`config.mk`:
```
export PLATFORM = sky130hd
export DESIGN_NAME = redmule_load_sequencer
export DESIGN_NICKNAME = d
export VERILOG_FILES = /design/src/rtl/redmule_load_sequencer.sv
export SDC_FILE = /design/constraint.sdc
export NUM_CORES = 1
export LEC_CHECK = 0
export CORE_ASPECT_RATIO = 1.25
export CORE_UTILIZATION = 25
export DETAILED_ROUTE_END_ITERATION = 8
export SKIP_CTS_REPAIR_TIMING = 1
export SLEW_MARGIN = 20
export SYNTH_ARGS = -nofsm -noshare
export SYNTH_HDL_FRONTEND = slang
export SYNTH_SLANG_ARGS = --single-unit
```
`constraint.sdc`:
```
create_clock -name clk_i -period 3.15 [get_ports clk_i]
set_input_delay 0.315 -clock clk_i [delete_from_list [all_inputs] [get_ports clk_i]]
set_output_delay 0.315 -clock clk_i [all_outputs]
set_load 0.01 [all_outputs]
```
`src/rtl/redmule_load_sequencer.sv`:
```
// Load sequencer: paces X/W row requests for the preload tile and the streamed K-tiles.
// Optional stall counter built only when REDMULE_LDSEQ_PERF_EN is defined.
module redmule_load_sequencer #(
    parameter int unsigned Height      = 4,
    parameter int unsigned NumPipeRegs = 3,
    parameter int unsigned AddrWidth   = 32,
    parameter int unsigned CntWidth    = 16
) (
    input  logic                 clk_i,
    input  logic                 rst_i,
    input  logic                 clear_i,
    input  logic                 first_load_i,
    input  logic                 sched_rst_i,
    input  logic                 finished_i,
    input  logic [CntWidth-1:0]  n_tiles_i,
    input  logic [AddrWidth-1:0] x_base_i,
    input  logic [AddrWidth-1:0] x_stride_i,
    input  logic [AddrWidth-1:0] w_base_i,
    input  logic [AddrWidth-1:0] w_stride_i,
    output logic                 x_req_valid_o,
    input  logic                 x_req_ready_i,
    output logic [AddrWidth-1:0] x_req_addr_o,
    output logic                 w_req_valid_o,
    input  logic                 w_req_ready_i,
    output logic [AddrWidth-1:0] w_req_addr_o,
    input  logic                 w_rsp_valid_i,
    output logic                 w_loaded_o,
    output logic [CntWidth-1:0]  tile_idx_o,
    output logic                 busy_o,
    output logic [31:0]          stall_cnt_o
);

    localparam int unsigned TILE = (NumPipeRegs + 1) * Height;
    localparam int unsigned CW   = $clog2(TILE + 1);

    localparam logic [CW-1:0] X_LAST   = CW'(Height - 1);
    localparam logic [CW-1:0] W_LAST   = CW'(TILE - 1);
    localparam logic [CW-1:0] TILE_CNT = CW'(TILE);

    typedef enum logic [2:0] {
        IDLE,
        LOAD_X,
        LOAD_W,
        WAIT_W,
        STREAM_X,
        STREAM_W,
        HOLD
    } state_t;

    state_t               state_reg;
    logic [AddrWidth-1:0] x_addr_reg;
    logic [AddrWidth-1:0] w_addr_reg;
    logic [AddrWidth-1:0] x_stride_reg;
    logic [AddrWidth-1:0] w_stride_reg;
    logic [CntWidth-1:0]  n_tiles_reg;
    logic [CntWidth-1:0]  tile_idx_reg;
    logic [CW-1:0]        req_cnt_reg;
    logic [CW-1:0]        rsp_cnt_reg;
    logic                 w_loaded_reg;

    logic                 x_acc;
    logic                 w_acc;
    logic                 rsp_hit;
    logic                 rsp_done;
    logic                 job_end;
    logic [CntWidth-1:0]  tile_inc;

    assign x_req_valid_o = (state_reg == LOAD_X) || (state_reg == STREAM_X);
    assign w_req_valid_o = (state_reg == LOAD_W) || (state_reg == STREAM_W);
    assign x_req_addr_o  = x_addr_reg;
    assign w_req_addr_o  = w_addr_reg;
    assign w_loaded_o    = w_loaded_reg;
    assign tile_idx_o    = tile_idx_reg;
    assign busy_o        = (state_reg != IDLE);

    assign x_acc    = x_req_valid_o && x_req_ready_i;
    assign w_acc    = w_req_valid_o && w_req_ready_i;
    assign tile_inc = tile_idx_reg + CntWidth'(1);
    assign job_end  = (state_reg != IDLE) && (sched_rst_i || finished_i);

    // Responses only matter for the preload tile; the counter saturates at one tile.
    assign rsp_hit  = w_rsp_valid_i && ((state_reg == LOAD_W) || (state_reg == WAIT_W))
                      && (rsp_cnt_reg != TILE_CNT);
    assign rsp_done = (rsp_cnt_reg == TILE_CNT) || ((rsp_cnt_reg == W_LAST) && w_rsp_valid_i);

    always_ff @(posedge clk_i) begin
        if (rst_i || clear_i) begin
            state_reg    <= IDLE;
            x_addr_reg   <= '0;
            w_addr_reg   <= '0;
            x_stride_reg <= '0;
            w_stride_reg <= '0;
            n_tiles_reg  <= '0;
            tile_idx_reg <= '0;
            req_cnt_reg  <= '0;
            rsp_cnt_reg  <= '0;
            w_loaded_reg <= 1'b0;
        end else begin
            if (rsp_hit) begin
                rsp_cnt_reg <= rsp_cnt_reg + CW'(1);
            end
            case (state_reg)
                IDLE: begin
                    if (first_load_i) begin
                        x_stride_reg <= x_stride_i;
                        w_stride_reg <= w_stride_i;
                        n_tiles_reg  <= n_tiles_i;
                        x_addr_reg   <= x_base_i;
                        w_addr_reg   <= w_base_i;
                        req_cnt_reg  <= '0;
                        rsp_cnt_reg  <= '0;
                        tile_idx_reg <= '0;
                        if (n_tiles_i == '0) begin
                            state_reg    <= HOLD;
                            w_loaded_reg <= 1'b1;
                        end else begin
                            state_reg <= LOAD_X;
                        end
                    end
                end
                LOAD_X, STREAM_X: begin
                    if (x_acc) begin
                        x_addr_reg <= x_addr_reg + x_stride_reg;
                        if (req_cnt_reg == X_LAST) begin
                            req_cnt_reg <= '0;
                            state_reg   <= (state_reg == LOAD_X) ? LOAD_W : STREAM_W;
                        end else begin
                            req_cnt_reg <= req_cnt_reg + CW'(1);
                        end
                    end
                end
                LOAD_W: begin
                    if (w_acc) begin
                        w_addr_reg <= w_addr_reg + w_stride_reg;
                        if (req_cnt_reg == W_LAST) begin
                            req_cnt_reg <= '0;
                            state_reg   <= WAIT_W;
                        end else begin
                            req_cnt_reg <= req_cnt_reg + CW'(1);
                        end
                    end
                end
                WAIT_W: begin
                    if (rsp_done) begin
                        w_loaded_reg <= 1'b1;
                        if (n_tiles_reg > CntWidth'(1)) begin
                            tile_idx_reg <= CntWidth'(1);
                            state_reg    <= STREAM_X;
                        end else begin
                            state_reg <= HOLD;
                        end
                    end
                end
                STREAM_W: begin
                    if (w_acc) begin
                        w_addr_reg <= w_addr_reg + w_stride_reg;
                        if (req_cnt_reg == W_LAST) begin
                            req_cnt_reg  <= '0;
                            tile_idx_reg <= tile_inc;
                            state_reg    <= (tile_inc == n_tiles_reg) ? HOLD : STREAM_X;
                        end else begin
                            req_cnt_reg <= req_cnt_reg + CW'(1);
                        end
                    end
                end
                HOLD: begin
                end
                default: state_reg <= IDLE;
            endcase
            // Abort wins over any same-cycle progress; an accept this cycle still counted as issued.
            if (job_end) begin
                state_reg    <= IDLE;
                w_loaded_reg <= 1'b0;
                tile_idx_reg <= '0;
                req_cnt_reg  <= '0;
                rsp_cnt_reg  <= '0;
            end
        end
    end

`ifdef REDMULE_LDSEQ_PERF_EN
    logic [31:0] stall_cnt_reg;
    logic        stall;

    assign stall = (x_req_valid_o && !x_req_ready_i) || (w_req_valid_o && !w_req_ready_i);

    always_ff @(posedge clk_i) begin
        if (rst_i || clear_i) begin
            stall_cnt_reg <= '0;
        end else if ((state_reg == IDLE) && first_load_i && (n_tiles_i != '0)) begin
            stall_cnt_reg <= '0;
        end else if (stall && (stall_cnt_reg != '1)) begin
            stall_cnt_reg <= stall_cnt_reg + 32'd1;
        end
    end

    assign stall_cnt_o = stall_cnt_reg;
`else
    assign stall_cnt_o = '0;
`endif

endmodule

```
==> Word level (Yosys, flattened, before mapping) <==
Cells that the tools add are included.
{ "classes": {"add_sub_neg": 5, "n_lt_le_gt_ge": 1, "n_eq_ne": 23, "n_mux": 38, "bitwise": 1, "reduce_logical": 30} }
{ "op_table": {"columns": ["op", "count"], "rows": [
  ["$mux 32", 4],
  ["$pmux 32 s2", 2],
  ["$mux 16", 5],
  ["$add 32x32->32", 2],
  ["$pmux 16 s3", 1],
  ["$mux 5", 8],
  ["$mux 3", 10],
  ["$pmux 3 s6", 1],
  ["$add 16x1->16 const B", 1],
  ["$eq 16x16->1", 1],
  ["$gt 16x1->1 const B", 1],
  ["$logic_not 16->1", 1],
  ["$pmux 5 s3", 1],
  ["$ne 2x2->1 const B", 7],
  ["$add 5x1->5 const B", 2],
  ["$eq 5x4->1 const B", 2],
  ["$eq 3x3->1 const B", 3],
  ["$reduce_and 9->1", 1],
  ["$reduce_bool 3->1", 3],
  ["$ne 2x1->1 const B", 4],
  ["$reduce_and 4->1", 2],
  ["$eq 3x2->1 const B", 2],
  ["$logic_and 1x1->1", 6],
  ["$logic_or 1x1->1", 6],
  ["14 further kinds", 22]
]} }
{ "word_totals": {"ff_bits": 174, "input_bits": 153, "output_inout_bits": 116, "word_cells": 108} }

==> Logic depth before layout (Yosys ltp) <==
Gate-level depths: netlist of run 1.
{ "logic_depth": {"depth_word": 7, "depth_mapped": 12, "ltp_nobuf": 12} }

==> Least setup slack after synthesis of run 1 <==
No wires, ideal clock.
{ "synth_path": {"kind": "register to register", "start": "register x_addr_reg[0], in the netlist x_req_addr_o[0]", "end": "register x_addr_reg[28], in the netlist x_req_addr_o[28]", "setup_ns": 0.095, "t_arrival_ns": 2.791, "t_required_ns": 3.055, "setup_slack_ns": 0.264, "path_stages_with_launch": 13, "n_path_buf": 0, "synth_period_minus_slack_ns": 2.886, "path_cell_list": "dfxtp_1 ha_1 inv_1 fa_1 nor2b_1 o31ai_1 a211o_1 a22oi_1 a31o_2 a211o_1 a41oi_1 mux2_2 a221oi_1"} }
{ "synth_between": {"elab_chain_cells": 3} }
{ "synth_rtl": {"columns": ["element", "line", "rtl"], "rows": [
  ["from (decl)", "51", "logic [AddrWidth-1:0] x_addr_reg;"],
  ["from (signal assigned)", "108", "x_addr_reg <= x_base_i;"],
  ["from (signal assigned)", "123", "x_addr_reg <= x_addr_reg + x_stride_reg;"],
  ["$add 32x32->32", "123", null],
  ["$mux 32", "122", "if (x_acc) begin"],
  ["$pmux 32 s2", "102", "case (state_reg)"]
]} }
No other way between the ends. The select of a mux whose other input is x is not followed.
A chain may end at the register's enable or synchronous reset.

==> Worst setup path in the final report of run 1 <==
{ "layout_path": {"start": "register x_addr_reg[14], in the netlist x_req_addr_o[14]", "end": "register x_addr_reg[28], in the netlist x_req_addr_o[28]"} }
Same word-level chain as after synthesis.

==> results.md, run 1 <==
- The fraction of synthesis flops using an asynchronous set or reset pin is 0%.
- The global routing usage on met3 is 3.839%.
- After synthesis the cells add up to 11060 um^2.
- The count of buffers added on input and output ports is 236.
- The number of instances in the synthesized netlist is 1492.
- STA puts the critical path data required time at 3.51 ns.
- The antenna diode count is 0.
- The finished layout cell area is 14740 um^2.
- The average instance in the mapped netlist occupies 7.414 um^2.
- The iteration-0 DRC count of the detailed router is 533.
- For this run, the leading register cell type out of synthesis is sky130_fd_sc_hd__dfxtp_1.
- The clock period could shrink to 3.016 ns.
- In this run the register-to-register setup slack is 0.13 ns.
- The initial standard-cell utilization of the core is 25.49%.
- The clock reaches the later pin of the worst-skew pair after 0.45 ns.
- The die footprint is 45100 um^2.
- Global routing used 16.87% of the available tracks.
- The library cells used most frequently in the layout, excluding fill and tap cells, are 288 x sky130_fd_sc_hd__nand2_1, 236 x sky130_fd_sc_hd__clkdlybuf4s50_1, 174 x sky130_fd_sc_hd__a21oi_1.
- The critical hold path startpoint is w_stride_i[24].
- After global routing, the most crowded layer is met2.
- The number of sinks handled by clock tree synthesis is 174.
- The global placer's final weighted congestion is 0.9025.
- The total of endpoints with negative setup slack in the final report is 0.
- STA classifies the critical path startpoint as a flop.
- Yosys printed 0 warnings.
- The class of the tightest hold or removal check is input port to flop.
- The areal power density over the cells is 429.2 nW/um^2.
- The ratio of cells with drive above 1 in the final layout is 5.896%.
- Summing over every cut layer, the via total after detailed routing is 11440.
- The routed design has 38440 um of wire.
- The sink of the worst hold path is w_stride_reg[24]$_SDFFE_PP0P_.
- The category of the critical setup timing path is flop to flop.
- The clock passes through at most 2 buffers.
- Entering global routing, the biggest net connects 55 pins.
- The tool flagged a number of max-cap violations equal to 0.
- The depth of the worst register-to-register path is 10.
- The standard-cell row count is 85.
- Headroom to the max-slew limit came out at 57.92%.
- Summed over all cells, the static leakage comes to 0.005822 uW.
- The die extent in y is 237.2 um.
- The area of the core is 43390 um^2.
- Once placement completed, the tool counted placed cells totaling 2247.
- The flow ran to the end, and the final reports show no timing, DRC or antenna violations.
- For this run, global-route usage on met2 was measured as 28.54%.
- The number of levels in the clock H-tree is 4.
- The global-route wire length before repair is 59850 um.
- The largest vdd supply drop is 0.0003826 V.
- The number of nets with antenna violations after detailed routing is 0.
- In the routed layout, each cell is associated on average with a via count of 5.020.
- The count of boundary I/O pins is 269.
- The tree is rooted in a sky130_fd_sc_hd__clkbuf_16.
- The finished layout holds 2278 standard cells, fillers aside.
- The share of the Yosys chip area taken by registers is 31.49%.
- The total congestion overflow is 0.
- The kind of end point of the critical path is a flop.
- The number of unique standard cell types used by synthesis is 69.
- The peak fanout along the critical path is 5.
- Counting the buffers created by CTS gives 17.
- Timing would allow up to 331.6 MHz.
- Dividing the final minimum period by the clock period gives 95.74%.
- The TritonCTS clock tree is built.
- For this run, the post-layout net count is 1925.
- For the pin with the worst max-slew slack, the measured transition is 0.6289 ns.
- The number of optimization iterations in the first detailed-route pass is 4.
- The commonest non-fill, non-tap cell in the layout is sky130_fd_sc_hd__nand2_1.
- The max-slew violation count is 0.
- The met1 usage is 20.04%.
- The worst hold path passes through 3 cells.
- The number of hold violations in the final report is 0.
- After synthesis the netlist holds a flip-flop and latch count of 174.
- The average wire length per cell after detail routing is 16.87 um.
- The startpoint of the worst-slack reg-to-reg timing path is x_req_addr_o[14]$_SDFFE_PP0P_.
- After legalization and detailed placement, the total HPWL measured 28890 um.
- Clock skew on the completed layout was measured at 0.01090 ns.
- The number of antenna violations at the first check in global routing was 5.
- Cells fill 33.98% of the core in the end.
- The floorplan step set the die width to 190.1 um.
- The clock slew seen by the registers of the worst setup and hold paths is 0.07 ns.
- The data arrival time of the critical path is 3.38 ns.
- Once placement finished, the instance area stood at 14060 um^2.
- The critical register-to-register path endpoint is x_req_addr_o[28]$_SDFFE_PP0P_.
- The via count of the first global-routing pass is 11100.
- The DRC violations left is 0.
- Relative to the synthesized area, the layout overhead comes to 33.29%.
- In this run, synthesis inferred 0 flip-flops with an integrated enable.
-- worst max-delay path, cell delays in order (launching register included) --
cell and delay (ns):
sky130_fd_sc_hd__dfxtp_1 0.33, sky130_fd_sc_hd__ha_1 0.37, sky130_fd_sc_hd__and2_1 0.23, sky130_fd_sc_hd__a21oi_2 0.21, sky130_fd_sc_hd__nor3b_2 0.23, sky130_fd_sc_hd__a22oi_2 0.10, sky130_fd_sc_hd__a31o_2 0.27, sky130_fd_sc_hd__a211o_1 0.30
sky130_fd_sc_hd__a41oi_1 0.24, sky130_fd_sc_hd__mux2_2 0.37, sky130_fd_sc_hd__a221oi_2 0.27
-- logic make-up after synthesis --
group	after synthesis	share of synthesized area, %
buffers and inverters	146	6.085
other	1	0.03390
adder cells (fa/ha/maj)	72	8.257
AO/OA/AOI/OAI	445	24.93
multiplexers	8	0.7352
flip-flops	174	31.49
XOR/XNOR	63	4.988
AND/OR/NAND/NOR	583	23.48
-- cells in the mapped netlist, types with 3 or more instances --
library cell                number  area share, %
sky130_fd_sc_hd__o21a_1         11           0.75
sky130_fd_sc_hd__o211ai_1        8           0.54
sky130_fd_sc_hd__a21o_1         35            2.4
sky130_fd_sc_hd__dfxtp_1       174             31
sky130_fd_sc_hd__nand2_1       289            9.8
sky130_fd_sc_hd__a31oi_1        23            1.3
sky130_fd_sc_hd__nand3b_1        3           0.20
sky130_fd_sc_hd__o21ai_0        81            3.7
sky130_fd_sc_hd__nor2_1        119            4.0
sky130_fd_sc_hd__nor3_1         24            1.1
sky130_fd_sc_hd__a2111oi_0       4           0.32
sky130_fd_sc_hd__o31ai_1        10           0.68
sky130_fd_sc_hd__xnor2_1        39            3.1
sky130_fd_sc_hd__nand4_1        10           0.57
sky130_fd_sc_hd__nor2b_1        14           0.79
sky130_fd_sc_hd__and4_1          5           0.40
sky130_fd_sc_hd__a21oi_1       176            8.0
sky130_fd_sc_hd__xor2_1         24            1.9
sky130_fd_sc_hd__inv_1          26           0.88
sky130_fd_sc_hd__or2_2           7           0.40
sky130_fd_sc_hd__mux2i_1         7           0.63
sky130_fd_sc_hd__nand3_1        34            1.5
sky130_fd_sc_hd__a211o_1         5           0.40
sky130_fd_sc_hd__buf_4          32            2.2
sky130_fd_sc_hd__a311oi_1       25            2.0
sky130_fd_sc_hd__clkbuf_1       80            2.7
sky130_fd_sc_hd__o311ai_0        6           0.48
sky130_fd_sc_hd__ha_1           69            7.8
sky130_fd_sc_hd__o21bai_1        3           0.20
sky130_fd_sc_hd__nor4_1         12           0.68
sky130_fd_sc_hd__o31a_1          5           0.40
sky130_fd_sc_hd__or3_1          22            1.2
sky130_fd_sc_hd__a41oi_1         3           0.24
sky130_fd_sc_hd__nand2b_1        8           0.45
sky130_fd_sc_hd__and3_1         15           0.85
sky130_fd_sc_hd__nor3b_1         3           0.20
sky130_fd_sc_hd__buf_2           3           0.14
sky130_fd_sc_hd__a221oi_1        5           0.40
sky130_fd_sc_hd__nor4bb_1        3           0.27
sky130_fd_sc_hd__a211oi_1       23            1.6
sky130_fd_sc_hd__and2_1         10           0.57
-- metrics by stage --
stage / setup WS (ns) / hold WS [ns] / TNS [ns] / power (uW)
floorplan: 0.2641 / 0.4400 / 0 / 3372
global placement: 0.1094 / 0.4467 / 0 / 4086
detailed placement: 0.05504 / 0.4533 / 0 / 4105
CTS: 0.01242 / 0.3799 / 0 / 6411
global route: -0.01358 / 0.3964 / -0.01358 / 6647
finish: 0.1343 / 0.4082 / 0 / 6328
-- worst max path at each step --
stage | from | endpoint | depth (start not counted)
finish | x_req_addr_o[14]$_SDFFE_PP0P_ | x_req_addr_o[28]$_SDFFE_PP0P_ | 10
global route | x_req_addr_o[14]$_SDFFE_PP0P_ | x_req_addr_o[28]$_SDFFE_PP0P_ | 10
CTS | x_req_addr_o[1]$_SDFFE_PP0P_ | x_req_addr_o[29]$_SDFFE_PP0P_ | 11
detailed placement | x_req_addr_o[0]$_SDFFE_PP0P_ | x_req_addr_o[28]$_SDFFE_PP0P_ | 12
global placement | w_req_addr_o[0]$_SDFFE_PP0P_ | w_req_addr_o[24]$_SDFFE_PP0P_ | 12
floorplan | x_req_addr_o[0]$_SDFFE_PP0P_ | x_req_addr_o[28]$_SDFFE_PP0P_ | 12
-- final cells by class --
cell class	instances	area, um^2
Multi-Input combinational cell	1203	7131
Fill cell	4650	28650
Clock inverter	8	130.1
Tap cell	565	706.9
Clock buffer	23	478.0
Inverter	28	105.1
Timing Repair Buffer	277	2708
Sequential cell	174	3486
-- where the power goes --
part / internal [uW] / switching (uW) / leakage (uW)
Combinational: 685 / 937 / 0.00412
Sequential: 2320 / 112 / 0.00142
Clock: 1310 / 962 / 0.000287
-- routing by layer --
layer | wire length (um) | part of all wire [%]
met5 | 53 | 0.14
met4 | 1427 | 3.7
met3 | 2045 | 5.3
met2 | 18500 | 48
met1 | 16410 | 43
No activity file was read; power rests on OpenSTA's default activity.
==> run 2: changes to the inputs <==
--- a/config.mk
+++ b/config.mk
@@ -7,8 +7,10 @@
 export LEC_CHECK = 0
 export CORE_ASPECT_RATIO = 1.25
 export CORE_UTILIZATION = 25
+export CTS_BUF_LIST = sky130_fd_sc_hd__clkbuf_8
 export DETAILED_ROUTE_END_ITERATION = 8
 export SKIP_CTS_REPAIR_TIMING = 1
+export SKIP_LAST_GASP = 1
 export SLEW_MARGIN = 20
 export SYNTH_ARGS = -nofsm -noshare
 export SYNTH_HDL_FRONTEND = slang
==> results.md, run 2 (synthesized netlist as in run 1, its figures left out) <==
- The count of nets left with antenna violations once routing finished came out at 0.
- The flow ran to the end, and the final reports show no timing, DRC or antenna violations.
- The worst register-to-register path ends at x_req_addr_o[28]$_SDFFE_PP0P_.
- Derived from the worst setup path, the maximum achievable clock frequency is 330.8 MHz.
- The filler cells instantiated in the layout total 4673.
- The register-to-register path setup slack is 0.13 ns.
- The largest vdd supply drop is 0.0002492 V.
- Clock-pin slew was measured on the worst setup and hold paths at 0.10 ns.
- The number of vias in the routed layout is 11420.
- Setup repair after global routing could not meet its margin everywhere.
- At the worst endpoint, the arrival time is 3.44 ns.
- In this run the clock root is driven by a sky130_fd_sc_hd__clkbuf_8.
- The class of the tightest hold or removal check is input port to flop.
- The iteration-0 DRC count of the detailed router is 500.
- The sink of the worst hold path is w_stride_reg[25]$_SDFFE_PP0P_.
- The total congestion overflow is 0.
- The startpoint identified for the worst hold timing path is w_stride_i[25].
- At the pin with the least slew margin, the transition time is 0.6367 ns.
- The layout net count is 1925.
- The worst slew margin relative to its limit is 57.40%.
- The worst path required time is 3.57 ns.
- For this design the ratio of total power to cell area is 398.4 nW/um^2.
- The global placer's final weighted congestion is 0.9025.
- The total power of the final layout is 5792 uW.
- The die footprint is 45100 um^2.
- The post-route non-filler standard cell count is 2279.
- The critical path is of the flop to flop type.
- The via count of the first global-routing pass is 11110.
- Counting the buffers created by CTS gives 17.
- The commonest non-fill, non-tap cell in the layout is sky130_fd_sc_hd__nand2_1.
- Along the worst path, the maximum fanout reaches 5.
- The ratio of cells with drive above 1 in the final layout is 5.779%.
- The number of violations of the max-capacitance limit is 0.
- The max-slew violation count came to 0.
- The startpoint type of the worst setup path is a flop.
- The startpoint of the worst-slack reg-to-reg timing path is x_req_addr_o[14]$_SDFFE_PP0P_.
- The global-route wire length before repair is 59890 um.
- The leakage power is 0.005749 uW.
- Row generation in the floorplan step produced 85 rows.
- The setup TNS is 0 ns.
- The kind of end point of the critical path is a flop.
- The die extent in y is 237.2 um.
- In the global route stage, overall resource usage came out at 16.90%.
- Clock skew on the completed layout was measured at 0.01395 ns.
- The number of levels in the clock H-tree is 4.
- The area of the core is 43390 um^2.
- The finished layout cell area is 14540 um^2.
- The total of endpoints with negative setup slack in the final report is 0.
- For this configuration, the core starts out at a cell density of 25.49%.
- The first detailed-routing pass ran for 5 iterations.
- The die is 190.1 um wide.
- After layout, the minimum clock period comes to 3.023 ns.
- The number of hold violations in the final report is 0.
- After detailed routing, the number of remaining DRC violations is 0.
- Entering global routing, the biggest net connects 55 pins.
- The instance count after placement with tap cells included is 2247.
- In this run the count of I/O pins placed on the die edge is 269.
- The worst hold path passes through 3 cells.
- Dividing the detail-routed wire length by the instance count gives 16.87 um.
- The number of antenna violations at the first check in global routing is 6.
- The layout overhead on the synthesized area is 31.42%.
- The number of sinks handled by clock tree synthesis is 174.
- The TritonCTS clock tree is built.
- In the layout the commonest cells are 288 x sky130_fd_sc_hd__nand2_1, 236 x sky130_fd_sc_hd__clkdlybuf4s50_1, 174 x sky130_fd_sc_hd__a21oi_1.
- The number of cells on the worst reg-to-reg path is 10.
- The area of placed instances is 14060 um^2.
- The final layout contains routed wiring with a total length of 38450 um.
- The via density per instance is 5.010.
- The period utilization is 95.97%.
- The clock passes through at most 2 buffers.
- The sum of net half-perimeters after detailed placement is 28890 um.
- Buffers placed on the I/O ports in this run total 236.
- The clock latency on the worst-skew pair is 0.50 ns.
-- run 2: cell count changes in the layout (fill, tap and decap cells not counted), sizes merged --
cell	before	now
clkbuf	23	20
diode	0	1
inv	28	31
-- run 2: worst max-delay path: stages, from the launching register on --
cell	delay, ns
sky130_fd_sc_hd__dfxtp_1	0.34
sky130_fd_sc_hd__ha_1	0.37
sky130_fd_sc_hd__and2_1	0.23
sky130_fd_sc_hd__a21oi_2	0.21
sky130_fd_sc_hd__nor3b_2	0.23
sky130_fd_sc_hd__a22oi_2	0.10
sky130_fd_sc_hd__a31o_2	0.28
sky130_fd_sc_hd__a211o_1	0.30
sky130_fd_sc_hd__a41oi_1	0.24
sky130_fd_sc_hd__mux2_2	0.37
sky130_fd_sc_hd__a221oi_2	0.26
-- run 2: worst max path at each step --
stage	start	endpoint	depth (start not counted)
finish	x_req_addr_o[14]$_SDFFE_PP0P_	x_req_addr_o[28]$_SDFFE_PP0P_	10
global route	x_req_addr_o[1]$_SDFFE_PP0P_	x_req_addr_o[29]$_SDFFE_PP0P_	11
CTS	x_req_addr_o[1]$_SDFFE_PP0P_	x_req_addr_o[29]$_SDFFE_PP0P_	11
detailed placement	x_req_addr_o[0]$_SDFFE_PP0P_	x_req_addr_o[28]$_SDFFE_PP0P_	12
global placement	w_req_addr_o[0]$_SDFFE_PP0P_	w_req_addr_o[24]$_SDFFE_PP0P_	12
floorplan	x_req_addr_o[0]$_SDFFE_PP0P_	x_req_addr_o[28]$_SDFFE_PP0P_	12
-- run 2: final cells by class --
type | count | area (um^2) | area share [%]
multi-input cells | 1203 | 7113 | 48.93
flip-flops and latches | 174 | 3486 | 23.98
repair buffers | 277 | 2708 | 18.62
well taps | 565 | 706.9 | 4.863
clock buffers | 20 | 275.3 | 1.893
clock inverters | 11 | 141.4 | 0.9725
inverters | 28 | 105.1 | 0.7230
diodes | 1 | 2.502 | 0.01721
-- run 2: report_power, final --
part / internal (uW) / leakage, uW / switching, uW
combinational: 684 / 0.00412 / 937
clock: 840 / 0.000212 / 903
sequential: 2320 / 0.00142 / 112
total: 3840 / 0.00575 / 1950
-- run 2: routing by layer --
layer | GRT usage, % | vias up | wire length [um]
met5 | 0 | - | 49
met4 | 8.703 | 8 | 1475
met3 | 3.322 | 70 | 1951
met2 | 28.57 | 317 | 18480
met1 | 20.16 | 5356 | 16490
li1 | - | 5666 | -
-- run 2: through the flow --
stage               setup slack, ns  hold slack [ns]  utilization [%]
floorplan                    0.2641           0.4400                -
global placement             0.1094           0.4467            32.41
detailed placement          0.05504           0.4533            32.41
CTS                        0.007317           0.2984            33.37
global route               -0.05098           0.3228            33.50
finish                       0.1270           0.3481            33.50
